**src/rtl/hazard_ctrl_pkg.sv**
```systemverilog
// hazard_pkg: shared types and helpers for the pipeline sequencing controller.
//   fwd_sel_e    - operand source select for the instruction in EX
//   shadow_tag_t - per-stage record of an in-flight register writer
//   ctrl_state_e - controller state (RESET until the first live clock, then RUN)
package hazard_pkg;

  typedef enum logic [1:0] {
    FWD_RF   = 2'b00,
    FWD_MEM  = 2'b01,
    FWD_WB   = 2'b10,
    FWD_HOLD = 2'b11
  } fwd_sel_e;

  typedef struct packed {
    logic       valid;
    logic [4:0] rd;
    logic       wren;
    logic       load;
  } shadow_tag_t;

  typedef enum logic {
    RESET,
    RUN
  } ctrl_state_e;

  // Shadow stage indices: 0 is the youngest writer (EX), 2 the oldest (WB).
  localparam int NUM_STAGES = 3;
  localparam int STG_EX     = 0;
  localparam int STG_MEM    = 1;
  localparam int STG_WB     = 2;

  localparam shadow_tag_t TAG_BUBBLE = '0;

  // True when the staged instruction will write register r. x0 is hardwired
  // to zero, so a write to it never creates a dependency.
  function automatic logic tag_writes(input shadow_tag_t tag, input logic [4:0] r);
    return tag.valid && tag.wren && (tag.rd == r) && (r != 5'd0);
  endfunction

  // Youngest producer wins: EX beats MEM beats WB.
  function automatic fwd_sel_e fwd_pick(input logic [NUM_STAGES-1:0] hit);
    fwd_sel_e sel;
    sel = FWD_RF;
    if (hit[STG_EX])       sel = FWD_MEM;
    else if (hit[STG_MEM]) sel = FWD_WB;
    else if (hit[STG_WB])  sel = FWD_HOLD;
    return sel;
  endfunction

endpackage

```
**src/rtl/hazard_ctrl_if.sv**
```systemverilog
// hazard_ctrl_if: decode/branch/memory-stall inputs and the stage control
// outputs of the hazard controller.
//   master - the pipeline side: drives i_* and consumes o_*
//   slave  - the hazard controller: consumes i_* and drives o_*
interface hazard_ctrl_if #(
  parameter int CNT_W = 32
);
  logic             i_id_valid;
  logic [4:0]       i_id_rs1;
  logic [4:0]       i_id_rs2;
  logic             i_id_rs1_hazard_on;
  logic             i_id_rs2_hazard_on;
  logic [4:0]       i_id_rd;
  logic             i_id_reg_wren;
  logic             i_id_is_load;
  logic             i_ex_br_taken;
  logic             i_mem_stall;

  logic             o_pc_en;
  logic             o_ifid_en;
  logic             o_ifid_flush;
  logic             o_idex_flush;
  logic             o_pipe_en;
  logic [1:0]       o_fwd_a_sel;
  logic [1:0]       o_fwd_b_sel;
  logic [CNT_W-1:0] o_stall_cnt;
  logic [CNT_W-1:0] o_flush_cnt;

  modport master (
    output i_id_valid, i_id_rs1, i_id_rs2, i_id_rs1_hazard_on, i_id_rs2_hazard_on,
           i_id_rd, i_id_reg_wren, i_id_is_load, i_ex_br_taken, i_mem_stall,
    input  o_pc_en, o_ifid_en, o_ifid_flush, o_idex_flush, o_pipe_en,
           o_fwd_a_sel, o_fwd_b_sel, o_stall_cnt, o_flush_cnt
  );

  modport slave (
    input  i_id_valid, i_id_rs1, i_id_rs2, i_id_rs1_hazard_on, i_id_rs2_hazard_on,
           i_id_rd, i_id_reg_wren, i_id_is_load, i_ex_br_taken, i_mem_stall,
    output o_pc_en, o_ifid_en, o_ifid_flush, o_idex_flush, o_pipe_en,
           o_fwd_a_sel, o_fwd_b_sel, o_stall_cnt, o_flush_cnt
  );
endinterface

```
**src/rtl/hazard_ctrl_shadow_pipe.sv**
```systemverilog
// hazard_shadow_pipe: three-entry tag shift register mirroring the writers in
// EX, MEM and WB.
//   i_clk, i_reset_n - clock, asynchronous active-low reset (entries invalid)
//   advance          - shift: wb<=mem, mem<=ex, ex<=id_tag (or bubble)
//   bubble           - with advance, load an invalid tag into EX instead
//   id_tag           - writer record of the instruction leaving ID
//   stage_tag        - current EX/MEM/WB entries (index 0 = EX)
module hazard_shadow_pipe
  import hazard_pkg::*;
(
  input  logic        i_clk,
  input  logic        i_reset_n,
  input  logic        advance,
  input  logic        bubble,
  input  shadow_tag_t id_tag,
  output shadow_tag_t stage_tag [NUM_STAGES]
);

  shadow_tag_t tag_reg  [NUM_STAGES];
  shadow_tag_t tag_next [NUM_STAGES];

  genvar gi;
  generate
    for (gi = 0; gi < NUM_STAGES; gi++) begin : g_stage
      if (gi == 0) begin : g_head
        assign tag_next[gi] = bubble ? TAG_BUBBLE : id_tag;
      end else begin : g_body
        assign tag_next[gi] = tag_reg[gi-1];
      end
      assign stage_tag[gi] = tag_reg[gi];
    end
  endgenerate

  always_ff @(posedge i_clk or negedge i_reset_n) begin
    if (!i_reset_n) begin
      for (int i = 0; i < NUM_STAGES; i++) tag_reg[i] <= TAG_BUBBLE;
    end else if (advance) begin
      for (int i = 0; i < NUM_STAGES; i++) tag_reg[i] <= tag_next[i];
    end
  end

endmodule

```
**src/rtl/hazard_ctrl.sv**
```systemverilog
// hazard_ctrl: pipeline sequencing controller for the 5-stage core.
//   i_clk, i_reset_n - clock, asynchronous active-low reset
//   bus (slave)      - ID decode fields, EX redirect, memory stall in;
//                      PC/IF-ID/pipe enables, flushes, registered forwarding
//                      selects and saturating stall/flush counters out
// Parameters: FWD_EN (1 = forward, stall only on load-use; 0 = interlock on any
// RAW hit in EX/MEM/WB), CNT_W (counter width).
module hazard_ctrl
  import hazard_pkg::*;
#(
  parameter int FWD_EN = 1,
  parameter int CNT_W  = 32
) (
  input logic         i_clk,
  input logic         i_reset_n,
  hazard_ctrl_if.slave bus
);

  localparam logic [CNT_W-1:0] CNT_MAX = '1;

  ctrl_state_e            state_reg, state_next;
  fwd_sel_e               fwd_a_reg, fwd_a_next;
  fwd_sel_e               fwd_b_reg, fwd_b_next;
  logic [CNT_W-1:0]       stall_cnt_reg, stall_cnt_next;
  logic [CNT_W-1:0]       flush_cnt_reg, flush_cnt_next;

  shadow_tag_t            id_tag;
  shadow_tag_t            stage_tag [NUM_STAGES];
  logic [NUM_STAGES-1:0]  hit_a, hit_b;
  logic                   rs1_used, rs2_used, raw_stall;
  logic                   shift_en, insert_bubble, stall_hit, flush_hit;
  logic                   pc_en, ifid_en, ifid_flush, idex_flush, pipe_en;

  assign id_tag = '{valid: bus.i_id_valid, rd: bus.i_id_rd,
                    wren: bus.i_id_reg_wren, load: bus.i_id_is_load};

  hazard_shadow_pipe u_shadow (
    .i_clk     (i_clk),
    .i_reset_n (i_reset_n),
    .advance   (shift_en),
    .bubble    (insert_bubble),
    .id_tag    (id_tag),
    .stage_tag (stage_tag)
  );

  assign rs1_used = bus.i_id_valid && bus.i_id_rs1_hazard_on;
  assign rs2_used = bus.i_id_valid && bus.i_id_rs2_hazard_on;

  genvar gi;
  generate
    for (gi = 0; gi < NUM_STAGES; gi++) begin : g_match
      assign hit_a[gi] = rs1_used && tag_writes(stage_tag[gi], bus.i_id_rs1);
      assign hit_b[gi] = rs2_used && tag_writes(stage_tag[gi], bus.i_id_rs2);
    end

    if (FWD_EN != 0) begin : g_fwd
      // Load data only exists at the end of MEM, so a reader right behind a
      // load must wait one cycle; every other case is covered by a bypass.
      assign raw_stall = (hit_a[STG_EX] || hit_b[STG_EX]) && stage_tag[STG_EX].load;
    end else begin : g_interlock
      assign raw_stall = |{hit_a, hit_b};
    end
  endgenerate

  always_comb begin
    state_next    = state_reg;
    pc_en         = 1'b0;
    ifid_en       = 1'b0;
    ifid_flush    = 1'b0;
    idex_flush    = 1'b0;
    pipe_en       = 1'b0;
    shift_en      = 1'b0;
    insert_bubble = 1'b0;
    stall_hit     = 1'b0;
    flush_hit     = 1'b0;
    fwd_a_next    = fwd_a_reg;
    fwd_b_next    = fwd_b_reg;

    case (state_reg)
      RESET: state_next = RUN;
      RUN: begin
        if (bus.i_mem_stall) begin
          // Whole pipe frozen. EX keeps its instruction, so a taken branch
          // there is still asserted and gets serviced once the stall lifts.
        end else if (bus.i_ex_br_taken) begin
          // Redirect squashes whatever was in ID, including a would-be
          // stall, so that stall is neither applied nor counted.
          pc_en         = 1'b1;
          ifid_en       = 1'b1;
          ifid_flush    = 1'b1;
          idex_flush    = 1'b1;
          pipe_en       = 1'b1;
          shift_en      = 1'b1;
          insert_bubble = 1'b1;
          fwd_a_next    = FWD_RF;
          fwd_b_next    = FWD_RF;
          flush_hit     = 1'b1;
        end else if (raw_stall) begin
          idex_flush    = 1'b1;
          pipe_en       = 1'b1;
          shift_en      = 1'b1;
          insert_bubble = 1'b1;
          fwd_a_next    = FWD_RF;
          fwd_b_next    = FWD_RF;
          stall_hit     = 1'b1;
        end else begin
          pc_en         = 1'b1;
          ifid_en       = 1'b1;
          pipe_en       = 1'b1;
          shift_en      = 1'b1;
          fwd_a_next    = (FWD_EN != 0) ? fwd_pick(hit_a) : FWD_RF;
          fwd_b_next    = (FWD_EN != 0) ? fwd_pick(hit_b) : FWD_RF;
        end
      end
      default: state_next = RESET;
    endcase
  end

  assign stall_cnt_next = (stall_hit && (stall_cnt_reg != CNT_MAX))
                        ? stall_cnt_reg + CNT_W'(1) : stall_cnt_reg;
  assign flush_cnt_next = (flush_hit && (flush_cnt_reg != CNT_MAX))
                        ? flush_cnt_reg + CNT_W'(1) : flush_cnt_reg;

  always_ff @(posedge i_clk or negedge i_reset_n) begin
    if (!i_reset_n) begin
      state_reg     <= RESET;
      fwd_a_reg     <= FWD_RF;
      fwd_b_reg     <= FWD_RF;
      stall_cnt_reg <= '0;
      flush_cnt_reg <= '0;
    end else begin
      state_reg     <= state_next;
      fwd_a_reg     <= fwd_a_next;
      fwd_b_reg     <= fwd_b_next;
      stall_cnt_reg <= stall_cnt_next;
      flush_cnt_reg <= flush_cnt_next;
    end
  end

  assign bus.o_pc_en      = pc_en;
  assign bus.o_ifid_en    = ifid_en;
  assign bus.o_ifid_flush = ifid_flush;
  assign bus.o_idex_flush = idex_flush;
  assign bus.o_pipe_en    = pipe_en;
  assign bus.o_fwd_a_sel  = fwd_a_reg;
  assign bus.o_fwd_b_sel  = fwd_b_reg;
  assign bus.o_stall_cnt  = stall_cnt_reg;
  assign bus.o_flush_cnt  = flush_cnt_reg;

endmodule

```
**src/flat_wrapper.sv**
```systemverilog
// flat-port wrapper written by rule: the top's interface ports become plain ports
module hazard_ctrl_flat import hazard_pkg::*;
#(
  parameter int FWD_EN = 1,
  parameter int CNT_W  = 32
)
  (i_clk, i_reset_n, bus_i_id_valid, bus_i_id_rs1, bus_i_id_rs2, bus_i_id_rs1_hazard_on, bus_i_id_rs2_hazard_on, bus_i_id_rd, bus_i_id_reg_wren, bus_i_id_is_load, bus_i_ex_br_taken, bus_i_mem_stall, bus_o_pc_en, bus_o_ifid_en, bus_o_ifid_flush, bus_o_idex_flush, bus_o_pipe_en, bus_o_fwd_a_sel, bus_o_fwd_b_sel, bus_o_stall_cnt, bus_o_flush_cnt);
  hazard_ctrl_if #(.CNT_W(CNT_W)) bus_i ();
  input logic i_clk;
  input logic i_reset_n;
  input wire logic [$bits(bus_i.i_id_valid)-1:0] bus_i_id_valid;
  input wire logic [$bits(bus_i.i_id_rs1)-1:0] bus_i_id_rs1;
  input wire logic [$bits(bus_i.i_id_rs2)-1:0] bus_i_id_rs2;
  input wire logic [$bits(bus_i.i_id_rs1_hazard_on)-1:0] bus_i_id_rs1_hazard_on;
  input wire logic [$bits(bus_i.i_id_rs2_hazard_on)-1:0] bus_i_id_rs2_hazard_on;
  input wire logic [$bits(bus_i.i_id_rd)-1:0] bus_i_id_rd;
  input wire logic [$bits(bus_i.i_id_reg_wren)-1:0] bus_i_id_reg_wren;
  input wire logic [$bits(bus_i.i_id_is_load)-1:0] bus_i_id_is_load;
  input wire logic [$bits(bus_i.i_ex_br_taken)-1:0] bus_i_ex_br_taken;
  input wire logic [$bits(bus_i.i_mem_stall)-1:0] bus_i_mem_stall;
  output wire logic [$bits(bus_i.o_pc_en)-1:0] bus_o_pc_en;
  output wire logic [$bits(bus_i.o_ifid_en)-1:0] bus_o_ifid_en;
  output wire logic [$bits(bus_i.o_ifid_flush)-1:0] bus_o_ifid_flush;
  output wire logic [$bits(bus_i.o_idex_flush)-1:0] bus_o_idex_flush;
  output wire logic [$bits(bus_i.o_pipe_en)-1:0] bus_o_pipe_en;
  output wire logic [$bits(bus_i.o_fwd_a_sel)-1:0] bus_o_fwd_a_sel;
  output wire logic [$bits(bus_i.o_fwd_b_sel)-1:0] bus_o_fwd_b_sel;
  output wire logic [$bits(bus_i.o_stall_cnt)-1:0] bus_o_stall_cnt;
  output wire logic [$bits(bus_i.o_flush_cnt)-1:0] bus_o_flush_cnt;
  assign bus_i.i_id_valid = bus_i_id_valid;
  assign bus_i.i_id_rs1 = bus_i_id_rs1;
  assign bus_i.i_id_rs2 = bus_i_id_rs2;
  assign bus_i.i_id_rs1_hazard_on = bus_i_id_rs1_hazard_on;
  assign bus_i.i_id_rs2_hazard_on = bus_i_id_rs2_hazard_on;
  assign bus_i.i_id_rd = bus_i_id_rd;
  assign bus_i.i_id_reg_wren = bus_i_id_reg_wren;
  assign bus_i.i_id_is_load = bus_i_id_is_load;
  assign bus_i.i_ex_br_taken = bus_i_ex_br_taken;
  assign bus_i.i_mem_stall = bus_i_mem_stall;
  assign bus_o_pc_en = bus_i.o_pc_en;
  assign bus_o_ifid_en = bus_i.o_ifid_en;
  assign bus_o_ifid_flush = bus_i.o_ifid_flush;
  assign bus_o_idex_flush = bus_i.o_idex_flush;
  assign bus_o_pipe_en = bus_i.o_pipe_en;
  assign bus_o_fwd_a_sel = bus_i.o_fwd_a_sel;
  assign bus_o_fwd_b_sel = bus_i.o_fwd_b_sel;
  assign bus_o_stall_cnt = bus_i.o_stall_cnt;
  assign bus_o_flush_cnt = bus_i.o_flush_cnt;
  hazard_ctrl #(.FWD_EN(FWD_EN), .CNT_W(CNT_W)) u_core (.i_clk(i_clk), .i_reset_n(i_reset_n), .bus(bus_i));
endmodule
```
**config.mk**
```make
export PLATFORM = sky130hd
export DESIGN_NAME = hazard_ctrl_flat
export DESIGN_NICKNAME = d
export VERILOG_FILES = /design/src/rtl/hazard_ctrl_pkg.sv /design/src/rtl/hazard_ctrl_if.sv /design/src/rtl/hazard_ctrl_shadow_pipe.sv /design/src/rtl/hazard_ctrl.sv /design/src/flat_wrapper.sv
export SDC_FILE = /design/constraint.sdc
export NUM_CORES = 1
export LEC_CHECK = 0
export CAP_MARGIN = 20
export CORE_MARGIN = 1
export CORE_UTILIZATION = 46
export DETAILED_ROUTE_END_ITERATION = 10
export HOLD_SLACK_MARGIN = 0.08
export PLACE_DENSITY_LB_ADDON = 0.3
export SLEW_MARGIN = 20
export SYNTH_ARGS = -nofsm -noshare
export SYNTH_HDL_FRONTEND = slang
export SYNTH_SLANG_ARGS = --single-unit
```
**constraint.sdc**
```tcl
create_clock -name i_clk -period 2.5 [get_ports i_clk]
set_clock_uncertainty 0.15 [all_clocks]
set_input_delay 0.25 -clock i_clk [delete_from_list [all_inputs] [get_ports i_clk]]
set_output_delay 0.25 -clock i_clk [all_outputs]
set_load 0.05 [all_outputs]
```
==> metrics.md, run 1 <==
| Metric | Value |
|---|---|
| Synth unique cells | 50 |
| Tightest hold margin | between 0.3 and 0.4 ns |
| DPL Wire Length | 8339 µm |
| Hold crit path type | flop to flop |
| Bufs on Longest Clock Path | 2 |
| CTS tree | done |
| Asr flop ratio synth | 1.000 |
| Top-Level Pins | 97 |
| Final period utilization | 1.052 |
| Run status | finished, violations left |
| Unrepaired setup endpoints after global routing | true |
| WP buf/inv | 1 |
| Max VDD drop | 596.4 µV |
| Area Growth Syn to Fin | 41.64% |
| Core Area | 0.009774 mm² |
| Vias in the first global route | 3916 |
| Via-to-Cell Ratio | between 5 and 6 |
| PortBufs | between 90 and 100 |
| Rel. slew slack | 0.5291 |
| Arr. time, crit path | 2.23 ns |
| Mapped Nets | around 480 |
| Final hold viol count | 0 |
| Crit path launch type | flop |
| Largest net degree at the start of global routing | 54 |
| Power Density | 490.7 mW/mm² |
| Final setup margin | -0.1295 ns |
| Static leakage | 0.002882 µW |
| Mapped Area | 0.004631 mm² |
| Synthesized flop and latch total | 91 |
| CP required | between 2 and 2.5 ns |
| Clk slew on worst S/H paths | 0.09 ns |
| YS warnings | 0 |
| EDFF count, synth | 0 |
| Routability cong. | 0.8872 |
| Avg WL per Cell | 16.06 µm |
| Crit Path Max Fanout | 3 |
| Post-synthesis sequential area ratio | 0.4918 |
| Synth Area per Inst | 10.27 µm² |
| # diodes | 0 |
| Crit-path leading delay family | simple AND/OR/NAND/NOR gates |
| Filler Cell Count | 795 |
| CTS buffer count | 9 |
| Failing checks | negative setup slack |
| Initial antenna violation count | 0 |
| Slew Limit Fails | 0 |
| Largest stage delay on the critical path | 0.51 ns |
| Storage element area | approximately 0.0023 mm² |
| First-pass GRT wire length | 18730 µm |
| Final min period | between 2 and 3 ns |
| Maxcap violations | 0 |
| Mapped Cells | 451 |
| CP max stage cell | or4b_4 |
| Grt total ovfl | 0 |
| Root buffer cell | clkbuf_8 |
| Endpoint class of the critical path | output pin |
| Die height | roughly 100 µm |
| Most frequent cells in the layout | 84 x clkdlybuf4s50_1, 75 x dfrtp_1, 69 x nand2_1, 51 x buf_4, 46 x xnor2_1 |
| Drt pass-1 iters | 4 |
| Remaining DRCs | 0 |
| Initial Utilization | 0.4738 |
| Share of cells above drive strength 1 | 0.2130 |
| Die Area | 0.01047 mm² |
| Later-pin clock latency in the skew report | 0.36 ns |
| Setup TNS Final | -0.3533 ns |
| Clock sink total | 91 |
| Final nets | slightly above 600 |
| Count of final setup violators | 3 |
| Tightest Pin Transition | 0.7063 ns |
| Max Fclk | 380.3 MHz |
| Footprint of the multi-input gates | 0.002500 mm² |
| CP cell instances | xnor2_2, nand4_1, or4b_4, a21bo_4, nor2_4, nor2_4, buf_12 |
| # rows | 36 |
| Vias | 3973 |
| Most used cell along the critical path | nor2_4 |
| Ys flop type | dfrtp_1 |
| Remaining antenna violation count | 0 |
| H-tree depth | 3 |
| Routed WL | approximately 12000 µm |
| Most common cell after layout, fill and taps aside | clkdlybuf4s50_1 |
| Initial DRC Count | between 150 and 200 |
| Global-route total usage across every layer | 0.2298 |
| Crit Path Class | flop to output pin |
| Die Wd | 102.3 µm |
==> through the flow <==
step                      instances  utilization  power [µW]  setup WS (ns)  instance area (µm²)
after detailed placement        705       0.6187        2220        -0.1827                 6047
after global placement          705       0.6187        2208        -0.1216                 6047
final                           734       0.6710        3218        -0.1295                 6559
after floorplan                 451            -        1979       -0.05856                 4651
after CTS                       732       0.6585        3246        -0.1130                 6436
after global routing            734       0.6710        3357        -0.1937                 6559
==> worst paths after layout <==
kind / cells after the start / start / to / slack, ns
worst max-delay path: 7 / u_core.u_shadow.stage_tag[19] / bus_o_ifid_en / -0.13
worst min-delay path: 1 / u_core.bus.o_stall_cnt[13] / u_core.bus.o_stall_cnt[13] / 0.33
worst max register to register: 10 / u_core.u_shadow.stage_tag[19] / u_core.bus.o_stall_cnt[8] / 0.08
worst min register to register: 1 / u_core.bus.o_stall_cnt[13] / u_core.bus.o_stall_cnt[13] / 0.33
max in group asynchronous: 3 / i_reset_n / u_core.bus.o_stall_cnt[1] / 1.20
min in group asynchronous: 2 / i_reset_n / u_core.bus.o_stall_cnt[7] / 0.34
==> synthesized netlist by cell type, drive strengths merged (8+ instances only) <==
cell,n,share of area
nor4,14,0.026
nand3,30,0.034
nand4,37,0.053
xnor2,55,0.10
dfrtp,91,0.49
xor2,36,0.068
a22o,10,0.019
nand2,69,0.056
nor2,20,0.016
and3,8,0.011
nor3,19,0.021
buf,9,0.011
==> cell type report <==
type,count,area share
inverter,3,0.001717
clock buffer,12,0.02060
timing repair buffer,148,0.2131
tap,133,0.02537
multi-input combinational,343,0.3812
sequential,91,0.3502
clock inverter,4,0.007821
==> kinds of logic after synthesis <==
family | after synthesis | share of synthesized area
flops | 91 | 0.4918
other cells | 1 | 0.0008098
xor+xnor | 91 | 0.1721
buf+inv | 17 | 0.01783
simple gates | 226 | 0.2699
compound gates | 22 | 0.03972
mux | 1 | 0.002432
fa+ha+maj | 2 | 0.005403
==> routing by layer <==
layer	vias to the layer above	GRT usage	share of wire
li1	1889	-	-
met2	91	0.3748	0.50
met1	1979	0.2992	0.44
met5	-	0	0
met3	14	0.05609	0.043
met4	0	0.07912	0.016
==> power breakdown <==
part           switching (µW)  total (µW)  internal [µW]
clock                     503         967            464
sequential                111        1660           1550
combinational             319         589            270
==> what timing repair did <==
| action | 4_1_cts | 5_1_grt |
|---|---|---|
| hold endpoints to repair | 52 | 0 |
| setup buffers | 10 | 2 |
| resized for setup | 30 | 16 |
| hold buffers | 1 | 0 |
| pin swaps | 12 | 8 |
| endpoints found under the setup margin | 3 | 19 |
(Power assumes the default switching activity.)
==> inputs of run 2 (changes only) <==
- CAP_MARGIN: 20 -> 10
- PLACE_DENSITY: default -> 0.73
- PLACE_DENSITY_LB_ADDON: 0.3 -> default
==> metrics.md, run 2 (synthesized netlist as in run 1, its figures left out) <==
| Metric | Value |
|---|---|
| Run status | finished, violations left (unchanged) |
| Failing checks | negative setup slack (unchanged) |
| Clock sink total | 91 (unchanged) |
| First-pass GRT wire length | 19390 µm (was 18730 µm) |
| GRT met1 Usage | 0.3223 (was 0.2992) |
| Max VDD drop | 540.0 µV (was 596.4 µV) |
| Endpoint class of the critical path | output pin (unchanged) |
| CP required | 2.10 ns (about the same) |
| Avg WL per Cell | 16.18 µm (was 16.06 µm) |
| H-tree depth | 3 (unchanged) |
| Cells after DPL | 703 (was 705) |
| Rel. slew slack | 0.4899 (was 0.5291) |
| Switch Pwr | 943.4 µW (was 933.4 µW) |
| Vias | 3931 (was 3973) |
| Die Wd | 102.3 µm (unchanged) |
| Gate power share | 0.177 (was 0.183) |
| # rows | 36 (unchanged) |
| Core Area | 0.009774 mm² (unchanged) |
| Hold crit path type | flop to flop (unchanged) |
| Crit Path Max Fanout | 4 (was 3) |
| GR Util met3 | 0.05472 (was 0.05609) |
| Unrepaired setup endpoints after global routing | true (unchanged) |
| Count of final setup violators | 3 (unchanged) |
| Initial DRC Count | 174 (was 169) |
| Later-pin clock latency in the skew report | 0.35 ns (was 0.36 ns) |
| Grt total ovfl | 0 (unchanged) |
| # diodes | 0 (unchanged) |
| Root buffer cell | clkbuf_8 (unchanged) |
| Power Internal | 2298 µW (was 2285 µW) |
| Static leakage | 0.002830 µW (was 0.002882 µW) |
| Largest net degree at the start of global routing | 59 (was 54) |
| Share of cells above drive strength 1 | 0.1976 (was 0.2130) |
| Crit path launch type | flop (unchanged) |
| Routability cong. | 0.9135 (was 0.8872) |
| Via-to-Cell Ratio | 5.422 (was 5.413) |
| Pre-CTS setup slack | -0.2142 ns (was -0.1827 ns) |
| Final period utilization | 1.060 (was 1.052) |
| Final min period | 2.651 ns (was 2.630 ns) |
| Filler Cell Count | 784 (was 795) |
| Bufs on Longest Clock Path | 2 (unchanged) |
| Initial Utilization | 0.4738 (unchanged) |
| CTS tree | done (unchanged) |
| GR Util met2 | 0.3820 (was 0.3748) |
| Most frequent cells in the layout | 87 x clkdlybuf4s50_1, 75 x dfrtp_1, 69 x nand2_1, 48 x xnor2_1, 44 x buf_4 (was 84 x clkdlybuf4s50_1, 75 x dfrtp_1, 69 x nand2_1, 51 x buf_4, 46 x xnor2_1) |
| Storage element area | 0.002297 mm² (unchanged) |
| CTS buffer count | 9 (unchanged) |
| Final hold viol count | 0 (unchanged) |
| Die height | 102.3 µm (unchanged) |
| Drt pass-1 iters | 4 (unchanged) |
| Vias in the first global route | 3920 (was 3916) |
| Post-Route Utilization | 0.6591 (was 0.6710) |
| Seq pwr share | 0.515 (was 0.516) |
| Power Density | 503.2 mW/mm² (was 490.7 mW/mm²) |
| PortBufs | 96 (unchanged) |
| Remaining antenna violation count | 0 (unchanged) |
| Initial antenna violation count | 0 (unchanged) |
| Max Fclk | 377.3 MHz (was 380.3 MHz) |
| Arr. time, crit path | 2.25 ns (was 2.23 ns) |
| Busiest grt layer | met2 (unchanged) |
| Die Area | 0.01047 mm² (unchanged) |
| Top-Level Pins | 97 (unchanged) |
| Switching share of power | 0.2910 (was 0.2900) |
| Tightest hold margin | 0.3428 ns (was 0.3319 ns) |
| DPL Wire Length | 8372 µm (was 8339 µm) |
| Final setup margin | -0.1505 ns (was -0.1295 ns) |
| Global-route total usage across every layer | 0.2388 (was 0.2298) |
| Crit Path Class | flop to output pin (unchanged) |
| Clk slew on worst S/H paths | 0.09 ns (about the same) |
| Tightest Pin Transition | 0.7651 ns (was 0.7063 ns) |
| Routed WL | 11730 µm (was 11790 µm) |
| Remaining DRCs | 0 (unchanged) |
| Clock share of power | 0.308 (was 0.301) |
| Maxcap violations | 0 (unchanged) |
| Final nets | 614 (was 622) |
| Count of non-filler cells in the finished layout | 725 (was 734) |
| Area Growth Syn to Fin | 39.12% (was 41.64%) |
| Most common cell after layout, fill and taps aside | clkdlybuf4s50_1 (unchanged) |
| Slew Limit Fails | 0 (unchanged) |
| Footprint of the multi-input gates | 0.002431 mm² (was 0.002500 mm²) |
| Cells on worst reg2reg path | 9 (was 10) |
| Hold Path Stages | 1 (unchanged) |
## run 2: cell count changes in the layout (fill, tap and decap cells not counted), moves of 2 or more
cell,previous run,this run
buf_4,51,44
nor4_1,4,6
clkdlybuf4s50_1,84,87
nor3_1,16,18
dlygate4sd2_1,6,3
clkinvlp_4,1,3
xnor2_2,9,7
nor4_4,6,1
nor3_2,3,1
nor4_2,4,7
clkbuf_1,3,0
xnor2_1,46,48
## run 2: worst paths after layout
kind	from	to	slack, ns
min in group asynchronous	i_reset_n	u_core.bus.o_stall_cnt[6]	0.35
worst max register to register	u_core.u_shadow.stage_tag[22]	u_core.bus.o_stall_cnt[11]	0.11
max in group asynchronous	i_reset_n	u_core.bus.o_stall_cnt[2]	1.18
worst min register to register	u_core.bus.o_stall_cnt[13]	u_core.bus.o_stall_cnt[13]	0.34
worst max-delay path	u_core.u_shadow.stage_tag[21]	bus_o_pc_en	-0.15
worst min-delay path	u_core.bus.o_stall_cnt[13]	u_core.bus.o_stall_cnt[13]	0.34
## run 2: power groups by stage
| stage | Clock [µW] | Combinational (µW) | Sequential, µW |
|---|---|---|---|
| after floorplan | 0 | 206 | 1770 |
| after global placement | 0 | 527 | 1690 |
| after detailed placement | 0 | 536 | 1690 |
| after CTS | 1030 | 568 | 1670 |
| after global routing | 1100 | 620 | 1680 |
| final | 999 | 573 | 1670 |
## run 2: metal layers
metal / part of all wire / vias to the layer above
li1: - / 1865
met1: 0.45 / 1933
met2: 0.48 / 116
met3: 0.051 / 17
met4: 0.017 / 0
met5: 0 / -
## run 2: final cells by class
class | instances | share of cell area
tap | 133 | 0.02583
clock inverter | 5 | 0.009516
timing repair buffer | 140 | 0.2076
multi-input combinational | 343 | 0.3774
sequential | 91 | 0.3566
clock buffer | 10 | 0.02136
inverter | 3 | 0.001748
## run 2: repair_timing
| action | in CTS | in global routing |
|---|---|---|
| gates resized for setup | 24 | 9 |
| setup endpoints to repair | 3 | 16 |
| hold endpoints to repair | 57 | 0 |
| setup buffers | 5 | 1 |
| hold buffers | 1 | 0 |
| pin swaps | 10 | 2 |
## run 2: critical path: stages (launching register included)
cell and delay (ns):
dfrtp_2 0.47, xnor2_2 0.18, nand4_1 0.13, or4b_4 0.55, a21bo_4 0.27, nor2_4 0.10
nor2_4 0.06, buf_12 0.14
## run 2: metrics by stage
stage / total power, µW / setup TNS, ns / area (µm²)
detailed placement: 2228 / -3.489 / 6032
finish: 3242 / -0.4367 / 6442
CTS: 3269 / -0.4600 / 6375
global placement: 2213 / -1.341 / 6032
global route: 3407 / -0.6867 / 6442
floorplan: 1979 / -0.05856 / 4651
